File: config.mk
export PLATFORM = sky130hd
export DESIGN_NAME = mb_arb
export DESIGN_NICKNAME = d
export VERILOG_FILES = /design/src/rtl/mb_arb.sv
export SDC_FILE = /design/constraint.sdc
export NUM_CORES = 1
export LEC_CHECK = 0
export BUFFER_PORTS_ARGS = -buffer_cell sky130_fd_sc_hd__buf_2
export CORE_ASPECT_RATIO = 0.6
export CORE_MARGIN = 4
export CORE_UTILIZATION = 36
export DETAILED_ROUTE_END_ITERATION = 12
export PLACE_DENSITY = 0.86
export SLEW_MARGIN = 20
export SYNTH_ARGS = -nofsm -noshare
export SYNTH_HDL_FRONTEND = slang
export SYNTH_SLANG_ARGS = --single-unit
export TNS_END_PERCENT = 5
File: constraint.sdc
create_clock -name clk -period 1.5 [get_ports clk]
set_clock_uncertainty 0.05 [all_clocks]
set_input_delay 0.075 -clock clk [delete_from_list [all_inputs] [get_ports clk]]
set_output_delay 0.075 -clock clk [all_outputs]
set_load 0.005 [all_outputs]
File: src/rtl/mb_arb.sv
// rtl/mb_arb.sv - N-channel round-robin memory-bus arbiter onto one single-port synchronous memory
// Define MB_ARB_LOCK_EN to add the per-channel lock input and the LOCKED arbitration state.
module mb_arb #(
  parameter int NCH = 2,
  parameter int DSZ = 8,
  parameter int ASZ = 20 - $clog2(DSZ)
) (
  input  logic               clk,
  input  logic               rst_n,
  input  logic [NCH-1:0]     req,
  input  logic [NCH-1:0]     we,
  input  logic [NCH*ASZ-1:0] ai,
  input  logic [NCH*DSZ-1:0] vi,
`ifdef MB_ARB_LOCK_EN
  input  logic [NCH-1:0]     lock,
`endif
  output logic [NCH-1:0]     gnt,
  output logic [NCH-1:0]     ack,
  output logic [DSZ-1:0]     vo,
  output logic               mem_we,
  output logic [ASZ-1:0]     mem_ai,
  output logic [DSZ-1:0]     mem_vi,
  input  logic [DSZ-1:0]     mem_vo
);

  localparam int PW = $clog2(NCH);
  localparam logic [NCH-1:0] ONE = {{(NCH-1){1'b0}}, 1'b1};

`ifdef MB_ARB_LOCK_EN
  typedef enum logic {OPEN, LOCKED} lock_st_e;
  lock_st_e      lst_q, lst_d;
  logic [PW-1:0] lch_q, lch_d;
  logic          lock_exit;
  logic          sel_lock;
`endif

  logic [NCH-1:0] gnt_q, gnt_d;
  logic [NCH-1:0] ack_q, ack_d;
  logic [NCH-1:0] elig;
  logic           mem_we_q, mem_we_d;
  logic [ASZ-1:0] mem_ai_q, mem_ai_d, sel_ai;
  logic [DSZ-1:0] mem_vi_q, mem_vi_d, sel_vi;
  logic [PW-1:0]  ptr_q, ptr_d, win, idx;
  logic           win_v, sel_we;

  // A channel already showing gnt is still reacting to it, so it cannot be re-issued this cycle.
  always_comb begin
    elig = req & ~gnt_q;
`ifdef MB_ARB_LOCK_EN
    lock_exit = (lst_q == LOCKED) && !(req[lch_q] && lock[lch_q]) && !gnt_q[lch_q];
    if ((lst_q == LOCKED) && !lock_exit) begin
      elig = elig & (ONE << lch_q);
    end
`endif
  end

  always_comb begin
    win_v = 1'b0;
    win   = ptr_q;
    idx   = ptr_q;
    for (int k = 1; k <= NCH; k++) begin
      idx = PW'((int'(ptr_q) + k) % NCH);
      if (!win_v && elig[idx]) begin
        win_v = 1'b1;
        win   = idx;
      end
    end
  end

  always_comb begin
    sel_we = 1'b0;
    sel_ai = '0;
    sel_vi = '0;
`ifdef MB_ARB_LOCK_EN
    sel_lock = 1'b0;
`endif
    for (int k = 0; k < NCH; k++) begin
      if (win == PW'(k)) begin
        sel_we = we[k];
        sel_ai = ai[k*ASZ +: ASZ];
        sel_vi = vi[k*DSZ +: DSZ];
`ifdef MB_ARB_LOCK_EN
        sel_lock = lock[k];
`endif
      end
    end
  end

  // Address and write data hold their last values while idle; only mem_we drops.
  always_comb begin
    gnt_d    = '0;
    ack_d    = gnt_q;
    mem_we_d = win_v & sel_we;
    mem_ai_d = mem_ai_q;
    mem_vi_d = mem_vi_q;
    ptr_d    = ptr_q;
    if (win_v) begin
      gnt_d    = ONE << win;
      mem_ai_d = sel_ai;
      mem_vi_d = sel_vi;
      ptr_d    = win;
    end
`ifdef MB_ARB_LOCK_EN
    lst_d = lst_q;
    lch_d = lch_q;
    if (lock_exit) begin
      lst_d = OPEN;
    end
    if (win_v) begin
      lst_d = sel_lock ? LOCKED : OPEN;
      lch_d = win;
    end
`endif
  end

  always_ff @(posedge clk or negedge rst_n) begin
    if (!rst_n) begin
      gnt_q    <= '0;
      ack_q    <= '0;
      mem_we_q <= 1'b0;
      mem_ai_q <= '0;
      mem_vi_q <= '0;
      ptr_q    <= PW'(NCH - 1);
`ifdef MB_ARB_LOCK_EN
      lst_q    <= OPEN;
      lch_q    <= '0;
`endif
    end else begin
      gnt_q    <= gnt_d;
      ack_q    <= ack_d;
      mem_we_q <= mem_we_d;
      mem_ai_q <= mem_ai_d;
      mem_vi_q <= mem_vi_d;
      ptr_q    <= ptr_d;
`ifdef MB_ARB_LOCK_EN
      lst_q    <= lst_d;
      lch_q    <= lch_d;
`endif
    end
  end

  assign gnt    = gnt_q;
  assign ack    = ack_q;
  assign vo     = mem_vo;
  assign mem_we = mem_we_q;
  assign mem_ai = mem_ai_q;
  assign mem_vi = mem_vi_q;

endmodule

==> results of run 1 <==
-- cell type report --
type,instances,area [µm²]
clock inverters,1,5.00
multi-input cells,58,500
flip-flops and latches,31,777
well taps,47,58.8
repair buffers,145,1030
clock buffers,7,76.3
fillers,272,1270
-- final timing paths --
kind	end	cells past startpoint	slack (ns)
worst max-delay path	mem_vi[6]$_DFFE_PN0P_	4	0.06
worst min-delay path	mem_vi[6]$_DFFE_PN0P_	2	0.01
worst max register to register	mem_vi[6]$_DFFE_PN0P_	4	0.06
worst min register to register	ack[0]$_DFF_PN0_	0	0.40
max in group asynchronous	mem_vi[1]$_DFFE_PN0P_	2	0.65
min in group asynchronous	mem_ai[2]$_DFFE_PN0P_	2	0.32
-- flip-flops by register name (all words and copies together) (netlist names) --
| signal | count |
|---|---|
| mem_ai | 17 |
| mem_vi | 8 |
| ptr_q | 1 |
| gnt | 2 |
| ack | 2 |
| mem_we | 1 |
-- timing repair --
item / in CTS / in global routing
gates resized for setup: 0 / 0
hold buffers: 52 / 0
endpoints found under the hold margin: 56 / 0
-- cells by family (layout without fill, tap and decap cells) --
logic type             Yosys count  in the layout
AOI/OAI and AO/OA               29             29
buffers and inverters           19            153
DFF                             31             31
and+or+nand+nor                 29             29
-- through the flow --
stage | worst slack [ns] | hold WS [ns] | std cells | util (%)
final | 0.0640 | 0.00956 | 289 | 65.8
after global routing | 0.00947 | 0.00689 | 289 | 65.8
after CTS | 0.0562 | 0.00521 | 289 | 65.8
after detailed placement | 0.0671 | 0.0959 | 229 | 49.6
after global placement | 0.0859 | 0.0956 | 229 | 49.6
after floorplan | 0.0175 | -0.271 | 108 | -
-- power breakdown --
part | switching (mW) | leakage, nW | internal, mW
Combinational | 0.381 | 0.756 | 0.535
Clock | 0.281 | 0.0422 | 0.325
Sequential | 0.104 | 0.380 | 1.04
Total | 0.766 | 1.18 | 1.90
-- per-layer routing --
layer  global-route usage, %  share of wire [%]  up-vias
met5                       0                  0        -
met4                    10.8                5.1        0
met3                    5.87                7.2       30
met2                    32.3                 48       97
met1                    22.1                 39      679
li1                        -                  -      679
-- synthesized netlist by cell type --
master    count  area, µm²
a21oi_1       1       5.00
a21oi_2       1       8.76
a221o_1      25        250
a22o_1        1       8.76
buf_2         4       20.0
buf_4        10       75.1
buf_6         4       45.0
clkbuf_1      1       3.75
dfrtp_1      30        751
dfstp_2       1       26.3
nand2b_1      1       6.26
nor2_1        1       3.75
nor2b_1       1       6.26
nor2b_4       1       13.8
nor3b_1      25        188
o21a_1        1       7.51
==> summary.txt, run 1 <==
Cells and area
  • ANT cells: 0
  • Most frequent cells in the layout: 85 x buf_2, 52 x dlygate4sd3_1, 30 x dfrtp_1, 25 x nor3b_1, 25 x a221o_1
  • Commonest non-fill, non-tap cell in the layout: buf_2
  • Fraction of layout cells with a size suffix above 1: 42.6%
  • Nets: 305
  • Final instance area: 2450 µm²
  • Area growth from synthesis to layout: 72.6%

Worst setup path
  • Worst endpoint data arrival time: 1.54 ns
  • Buf+Inv Stages, Crit Path: 1
  • CP Capture Type: register
  • Req. time, crit path: 1.60 ns
  • Worst path cell trace: nand2b_1 -> o21a_1 -> buf_12 -> a221o_1
  • Critical path class: register to register
  • Largest delay share family, worst path: compound AO/OA/AOI/OAI gates
  • Critical-path top delay cell: dfrtp_1
  • CP Max Fanout: 27
  • Setup crit start: gnt[1]$_DFF_PN0_
  • Slowest Stage Delay on Critical Path: 0.37 ns
  • Critical Path Source Type: register
  • FF-to-FF Start: gnt[1]$_DFF_PN0_

Global route
  • Largest net degree at the start of global routing: 32
  • GR Overflow Total: 0
  • First-pass GRT wire length: 7470 µm
  • Initial antenna violation count: 0
  • Gr usage total: 19.5%
  • Vias in the first global route: 1606

CTS
  • Number of CTS-inserted buffers: 5
  • Clock-pin slew on the worst setup and hold paths: 0.06 ns
  • H-tree levels: 2
  • Clock latency on the worst-skew pair: 0.27 ns
  • Clock buffer depth: 2
  • CTS root buf: clkbuf_8
  • TritonCTS clock tree: built
  • # Post-CTS Setup Buffers: 0
  • Sink Count: 31

Logic synthesis
  • Mux contribution to synthesized area: 0%
  • Ys Warns: 0
  • Mapped cell area: 1420 µm²
  • Compound-gate portion of the synthesized area: 19.8%
  • Yosys reg bits: 31
  • Synth Area in Adders: 0%
  • Post-Syn Instances: 108
  • Sequential cell area fraction in the yosys report: 54.8%
  • Synth Area in XOR/XNOR: 0%
  • Syn_area_per_cell: 13.1 µm²
  • Synth cell types: 16
  • Net count after synthesis: 172
  • Simple-gate share of the synthesized area: 15.3%
  • Largest family of logic cells by synthesized area: compound AO/OA/AOI/OAI gates

Die
  • Die height: 56.6 µm
  • Row cnt: 17
  • Initial core utilization: 38.1%
  • Die area: 5040 µm²
  • Die X: 89.1 µm
  • Core area: 3720 µm²
  • I/O Pins: 102

Pwr
  • Total power: 2.67 mW
  • Leakage power: 1.18 nW
  • VDD IR max: 0.000649 V
  • PwrDens: 1090 nW/µm²

Routing
  • Via density: 5.14
  • Drt pass-1 iters: 4
  • Routed len/inst: 16.7 µm
  • Via count: 1485
  • WL final: 4820 µm
  • Number of routed nets with antenna violations: 0
  • DRC viols: 0
  • Number of DRC markers in iteration 0: 68

Placement
  • Routability Congestion: 0.752
  • Port-buffer cells: 85
  • Placed Instance Area: 1850 µm²
  • DP Wirelength: 2880 µm

Min path
  • Worst Hold Class: input pin to register
  • Hold Path Origin: vi[14]

Timing
  • Final slew viol count: 0
  • Setup violations, final: 0
  • RSZ-0062 raised after global routing: no
  • Min Tclk post-route: 1.44 ns
  • Setup TNS: 0 ns
  • Tightest Pin Transition: 0.661 ns
  • Final number of hold-violating endpoints: 0
  • Crit share post-route: 95.7%
  • Max Freq: 0.696 GHz
  • Max_slew headroom: 55.9%

Run status
  • Status: complete, no violations

Job
  • Number of max-cap violations: 0
(Power assumes the default switching activity.)
==> inputs of run 2 (changes only) <==
--- a/config.mk
+++ b/config.mk
@@ -6,7 +6,6 @@
 export NUM_CORES = 1
 export LEC_CHECK = 0
 export BUFFER_PORTS_ARGS = -buffer_cell sky130_fd_sc_hd__buf_2
-export CORE_ASPECT_RATIO = 0.6
 export CORE_MARGIN = 4
 export CORE_UTILIZATION = 36
 export DETAILED_ROUTE_END_ITERATION = 12
==> run 2 against run 1 <==
  * Critical path depth stayed put
  * Routed wire length is 1.1% lower
  * Setup slack better by 0.0081 ns
  * Non-clock buffer count is 2 higher
  * Critical endpoint is now mem_vi[1]$_DFFE_PN0P_
  * Largest power group unchanged
==> summary.txt, run 2 (synthesis gave the netlist of run 1 again) <==
Pwr
  • VDD IR max: 0.000636 V
  • Switching pwr: 769 µW
  • Clock share of power: 25.8%
  • Power share of the sequential group: 41.3%
  • Combinational share of power: 32.9%
  • PwrDens: 1110 nW/µm²
  • Sw frac: 27.8%
  • Leakage power: 1.20 nW
  • Int Pwr: 2.00 mW

Worst setup path
  • R2R depth: 4
  • CP Capture Type: register
  • Worst endpoint data arrival time: 1.54 ns
  • FF-to-FF Start: gnt[1]$_DFF_PN0_
  • Req. time, crit path: 1.61 ns
  • Critical Path Source Type: register
  • Worst R2R End: mem_vi[1]$_DFFE_PN0P_
  • Critical path class: register to register
  • CP Max Fanout: 11
  • Flop2flop setup slack: 0.07 ns

Die
  • Initial core utilization: 37.9%
  • I/O Pins: 102
  • Die X: 70.8 µm
  • Row cnt: 22
  • Die area: 5010 µm²
  • Core area: 3740 µm²
  • Die height: 70.8 µm

Timing
  • Setup violations, final: 0
  • Min Tclk post-route: 1.43 ns
  • RSZ-0062 raised after global routing: no
  • Crit share post-route: 95.2%
  • Final slew viol count: 0
  • Max_slew headroom: 54.2%
  • Max Freq: 0.700 GHz
  • Final number of hold-violating endpoints: 0
  • Tightest Pin Transition: 0.688 ns
  • Setup TNS: 0 ns

Cells and area
  • Nets: 307
  • Commonest non-fill, non-tap cell in the layout: buf_2
  • Register Area: 777 µm²
  • Max reg flops: 17
  • Filler instances: 281
  • Most frequent cells in the layout: 85 x buf_2, 53 x dlygate4sd3_1, 30 x dfrtp_1, 25 x nor3b_1, 25 x a221o_1
  • Area growth from synthesis to layout: 75.1%
  • Fraction of layout cells with a size suffix above 1: 43.4%
  • ANT cells: 0
  • Finished Layout Cells: 292
  • Area of the multi-input gates: 508 µm²

Job
  • Number of max-cap violations: 0

Routing
  • Routed len/inst: 16.3 µm
  • DRC viols: 0
  • Via density: 5.12
  • WL final: 4760 µm
  • Number of routed nets with antenna violations: 0
  • Number of DRC markers in iteration 0: 105
  • Drt pass-1 iters: 4
  • Via count: 1494

CTS
  • # Post-CTS Setup Buffers: 0
  • Sink Count: 31
  • TritonCTS clock tree: built
  • H-tree levels: 2
  • Clock latency on the worst-skew pair: 0.28 ns
  • Clock-pin slew on the worst setup and hold paths: 0.06 ns
  • Number of CTS-inserted buffers: 5
  • CTS root buf: clkbuf_8
  • Clock buffer depth: 2

Global route
  • Initial antenna violation count: 0
  • Vias in the first global route: 1589
  • Gr usage total: 20.1%
  • First-pass GRT wire length: 7810 µm
  • Largest net degree at the start of global routing: 32
  • GR Overflow Total: 0

Min path
  • Worst Hold Class: input pin to register
  • Hold Path Sink: ptr_q$_DFFE_PN1P_
  • Hold Path Origin: req[0]
  • Hold path cells: 3

Placement
  • Dpl cells: 231
  • DP Wirelength: 2790 µm
  • Routability Congestion: 0.722
  • Port-buffer cells: 85

Run status
  • Status: complete, no violations
==> run 2: final cells by class <==
cell class              count  share of cell area (%)
repair buffers            147                    41.8
flip-flops and latches     31                    31.3
multi-input cells          58                    20.4
clock buffers               8                    4.03
well taps                  48                    2.42
==> run 2: power groups by stage <==
stage / clock network (mW) / registers, mW / logic, mW
after floorplan: 0 / 1.17 / 0.421
after global placement: 0 / 1.15 / 0.771
after detailed placement: 0 / 1.15 / 0.791
after CTS: 0.728 / 1.14 / 0.897
after global routing: 0.774 / 1.16 / 0.990
final: 0.713 / 1.14 / 0.910
==> run 2: critical path, stage by stage (launching register included) <==
cell,delay [ns]
dfrtp_1,0.38
nand2b_4,0.14
o21a_1,0.21
buf_4,0.18
a221o_1,0.35
==> run 2: layer usage <==
metal  vias up  GRT usage [%]  routed length [µm]
li1        684              -                   -
met1       695           23.4                1880
met2       100           33.5                2320
met3        15           6.68                 413
met4         0           9.60                 149
met5         -              0                   0
==> run 2: timing repair <==
item                       4_1_cts  5_1_grt
hold endpoints to repair        56        0
setup endpoints to repair        0       13
gates resized for setup          0        2
hold buffers                    53        0
==> run 2: per-stage QoR <==
step	setup WS, ns	instance area (µm²)	power, mW	hold slack (ns)	utilization [%]
3_5_place_dp	0.0581	1840	1.94	0.100	49.2
2_1_floorplan	0.0175	1420	1.59	-0.271	-
6_report	0.0720	2480	2.77	0.0915	66.4
3_3_place_gp	0.0940	1840	1.92	0.0964	49.2
5_1_grt	0.0213	2480	2.93	0.100	66.4
4_1_cts	0.0452	2470	2.76	0.0872	66.1
==> run 2: worst max-delay path by stage <==
stage,from,end,slack (ns),cells past startpoint
after floorplan,gnt[1]$_DFF_PN0_,mem_ai[10]$_DFFE_PN0P_,0.02,5
after global placement,gnt[1]$_DFF_PN0_,mem_ai[3]$_DFFE_PN0P_,0.09,4
after detailed placement,gnt[1]$_DFF_PN0_,mem_vi[5]$_DFFE_PN0P_,0.06,4
after CTS,gnt[1]$_DFF_PN0_,mem_ai[6]$_DFFE_PN0P_,0.05,4
after global routing,gnt[1]$_DFF_PN0_,mem_vi[1]$_DFFE_PN0P_,0.02,4
final,gnt[1]$_DFF_PN0_,mem_vi[1]$_DFFE_PN0P_,0.07,4
==> inputs of run 3 (changes only) <==
--- a/config.mk
+++ b/config.mk
@@ -5,9 +5,11 @@
 export SDC_FILE = /design/constraint.sdc
 export NUM_CORES = 1
 export LEC_CHECK = 0
+export ABC_AREA = 1
 export BUFFER_PORTS_ARGS = -buffer_cell sky130_fd_sc_hd__buf_2
-export CORE_MARGIN = 4
-export CORE_UTILIZATION = 36
+export CAP_MARGIN = 10
+export CORE_MARGIN = 2
+export CORE_UTILIZATION = 38
 export DETAILED_ROUTE_END_ITERATION = 12
 export PLACE_DENSITY = 0.86
 export SLEW_MARGIN = 20
==> run 3 against run 2 <==
  * Core utilization shrank 7.5 points
  * Final cell count rose by 28%
  * Hold slack got worse by 0.052 ns
  * Power is 3.2% lower
  * Register-to-register slack improved by 0.06 ns
  * Sequential share of layout area increased by 1.2 points
  * Global-route usage shrank 0.38 points
  * Critical path depth is 2 higher
  * Combinational power hardly changed
  * Routed wire length shrank 3.0%
  * Via count rose by 14%
  * Die area fell by 3.8%
  * Largest power group unchanged
==> summary.txt, run 3 <==
Cells and area
  • Final instance area: 2390 µm²
  • ANT cells: 0
  • Finished Core Util: 58.9%
  • Fraction of layout cells with a size suffix above 1: 31.3%
  • Area growth from synthesis to layout: 47.0%
  • Max reg flops: 17
  • Commonest non-fill, non-tap cell in the layout: buf_2
  • Filler instances: 357
  • Most frequent cells in the layout: 85 x buf_2, 80 x nand2_1, 50 x nand3_1, 30 x inv_1, 30 x dfrtp_1
  • Nets: 386

Min path
  • Worst Hold Class: input pin to register
  • Hold path cells: 5

Worst setup path
  • Setup crit start: gnt[0]$_DFF_PN0_
  • Req. time, crit path: 1.66 ns
  • CP Capture Type: register
  • CP Max Fanout: 27
  • Critical Path Source Type: register
  • Worst endpoint data arrival time: 1.53 ns
  • Flop2flop setup slack: 0.14 ns
  • Worst R2R End: mem_ai[14]$_DFFE_PN0P_
  • FF-to-FF Start: gnt[0]$_DFF_PN0_
  • R2R depth: 6
  • Critical path class: register to register
  • CP endpoint: mem_ai[14]$_DFFE_PN0P_

CTS
  • Number of CTS-inserted buffers: 5
  • Clock-pin slew on the worst setup and hold paths: 0.06 ns
  • Sink Count: 31
  • TritonCTS clock tree: built
  • CTS root buf: clkbuf_8
  • Clock buffer depth: 2
  • # Post-CTS Setup Buffers: 0
  • Clock latency on the worst-skew pair: 0.28 ns
  • H-tree levels: 2

Logic synthesis
  • EDFF count, synth: 0
  • Net count after synthesis: 278
  • Most frequently used flop master after synthesis: dfrtp_1
  • Synth cell types: 13
  • Largest area contributor in the netlist: dfrtp_1
  • Ys async rst share: 100%
  • Most frequent cell after synthesis: nand2_1
  • Synth top cells by count: 80 x nand2_1, 50 x nand3_1, 30 x dfrtp_1, 30 x inv_1, 14 x buf_4
  • Top cell type's share of synthesized area: 46.2%
  • Syn_area_per_cell: 7.60 µm²
  • Yosys reg bits: 31
  • Mapped cell area: 1630 µm²
  • Synth area leaders: dfrtp_1 46%, nand2_1 18%, nand3_1 15%
  • Post-Syn Instances: 214
  • Sequential cell area fraction in the yosys report: 47.8%
  • Ys Warns: 0

Die
  • Initial core utilization: 40.1%
  • I/O Pins: 102
  • Die height: 69.4 µm
  • Row cnt: 23
  • Core area: 4060 µm²
  • Die X: 69.4 µm
  • Die area: 4820 µm²

Timing
  • Final number of hold-violating endpoints: 0
  • Final slew viol count: 0
  • Max_slew headroom: 54.7%
  • Setup TNS: 0 ns
  • Crit share post-route: 90.9%
  • Max Freq: 0.733 GHz
  • RSZ-0062 raised after global routing: no
  • Tightest Pin Transition: 0.679 ns
  • Min Tclk post-route: 1.36 ns
  • Setup violations, final: 0

Placement
  • Port-buffer cells: 85
  • Placed Instance Area: 2010 µm²
  • Routability Congestion: 0.740
  • DP Wirelength: 2790 µm

Routing
  • DRC viols: 0
  • Via count: 1696
  • Post-Route M1 WL: 1840 µm
  • Via density: 4.55
  • WL final: 4620 µm
  • Top sig layer: met4
  • Number of DRC markers in iteration 0: 80
  • Met2 wire len: 2350 µm
  • WL met3: 384 µm
  • Number of routed nets with antenna violations: 0
  • Drt pass-1 iters: 4
  • Routed len/inst: 12.4 µm

Job
  • Number of max-cap violations: 0

Global route
  • Vias in the first global route: 1738
  • Largest net degree at the start of global routing: 32
  • Initial antenna violation count: 0
  • First-pass GRT wire length: 7690 µm
  • Gr usage total: 19.8%
  • GR Overflow Total: 0

Pwr
  • Total power: 2.68 mW
  • VDD IR max: 0.000695 V
  • PwrDens: 1120 nW/µm²
  • Leakage power: 1.40 nW

Run status
  • Status: complete, no violations
## run 3: changes by cell type after synthesis, sizes merged, moves of 2 or more
| cell | before | now |
|---|---|---|
| inv | 0 | 30 |
| a221o | 25 | 0 |
| nand2 | 0 | 81 |
| nor3b | 25 | 0 |
| nand3 | 0 | 51 |
| nor2b | 2 | 0 |
## run 3: routing by layer
layer	up-vias	GRT usage, %
met5	-	0
met4	0	5.01
met3	7	6.54
met2	77	36.3
met1	743	21.7
li1	869	-
## run 3: report_power, final
group	leakage [nW]	total, mW	switching [mW]	internal (mW)
Sequential	0.380	1.16	0.118	1.04
Combinational	0.982	0.908	0.494	0.414
Clock	0.0395	0.607	0.279	0.329
## run 3: worst min-delay path by stage
stage / startpoint / end / slack (ns)
floorplan: rst_n / ack[0]$_DFF_PN0_ / -0.27
global placement: rst_n / mem_we$_DFF_PN0_ / 0.09
detailed placement: mem_vo[3] / vo[3] / 0.10
CTS: vi[4] / mem_vi[4]$_DFFE_PN0P_ / 0.04
global route: vi[2] / mem_vi[2]$_DFFE_PN0P_ / 0.06
finish: vi[2] / mem_vi[2]$_DFFE_PN0P_ / 0.04
## run 3: cell families after synthesis
logic type      Yosys count  share of synthesized area [%]
compound gates            2                           1.31
buf+inv                  48                           15.4
simple gates            133                           35.5
flops                    31                           47.8
## run 3: critical path, cell delays in order, from the launching register on
cell     delay (ns)
dfrtp_1        0.43
nor2_4         0.20
buf_4          0.33
nand3_1        0.12
nand2_1        0.07
inv_1          0.04
nand2_1        0.05
## run 3: final cells by class
class                   count  area [µm²]  area share (%)
flip-flops and latches     31         777            32.5
well taps                  50        62.6            2.62
clock buffers               8        80.1            3.35
multi-input cells         136         616            25.7
repair buffers            118         743            31.1
inverters                  30         113            4.71
## run 3: stage by stage
step	worst slack, ns	hold slack [ns]	cells
after floorplan	0.323	-0.271	214
after global placement	0.131	0.0924	336
final	0.136	0.0397	373
after global routing	0.00535	0.0586	373
after CTS	0.00582	0.0387	373
after detailed placement	-0.00677	0.100	336
## run 3: repair_timing
| item | CTS | global route |
|---|---|---|
| resized for setup | 0 | 1 |
| gates cloned | 1 | 0 |
| hold endpoints to repair | 56 | 0 |
| setup endpoints to repair | 1 | 12 |
| hold buffers | 28 | 0 |
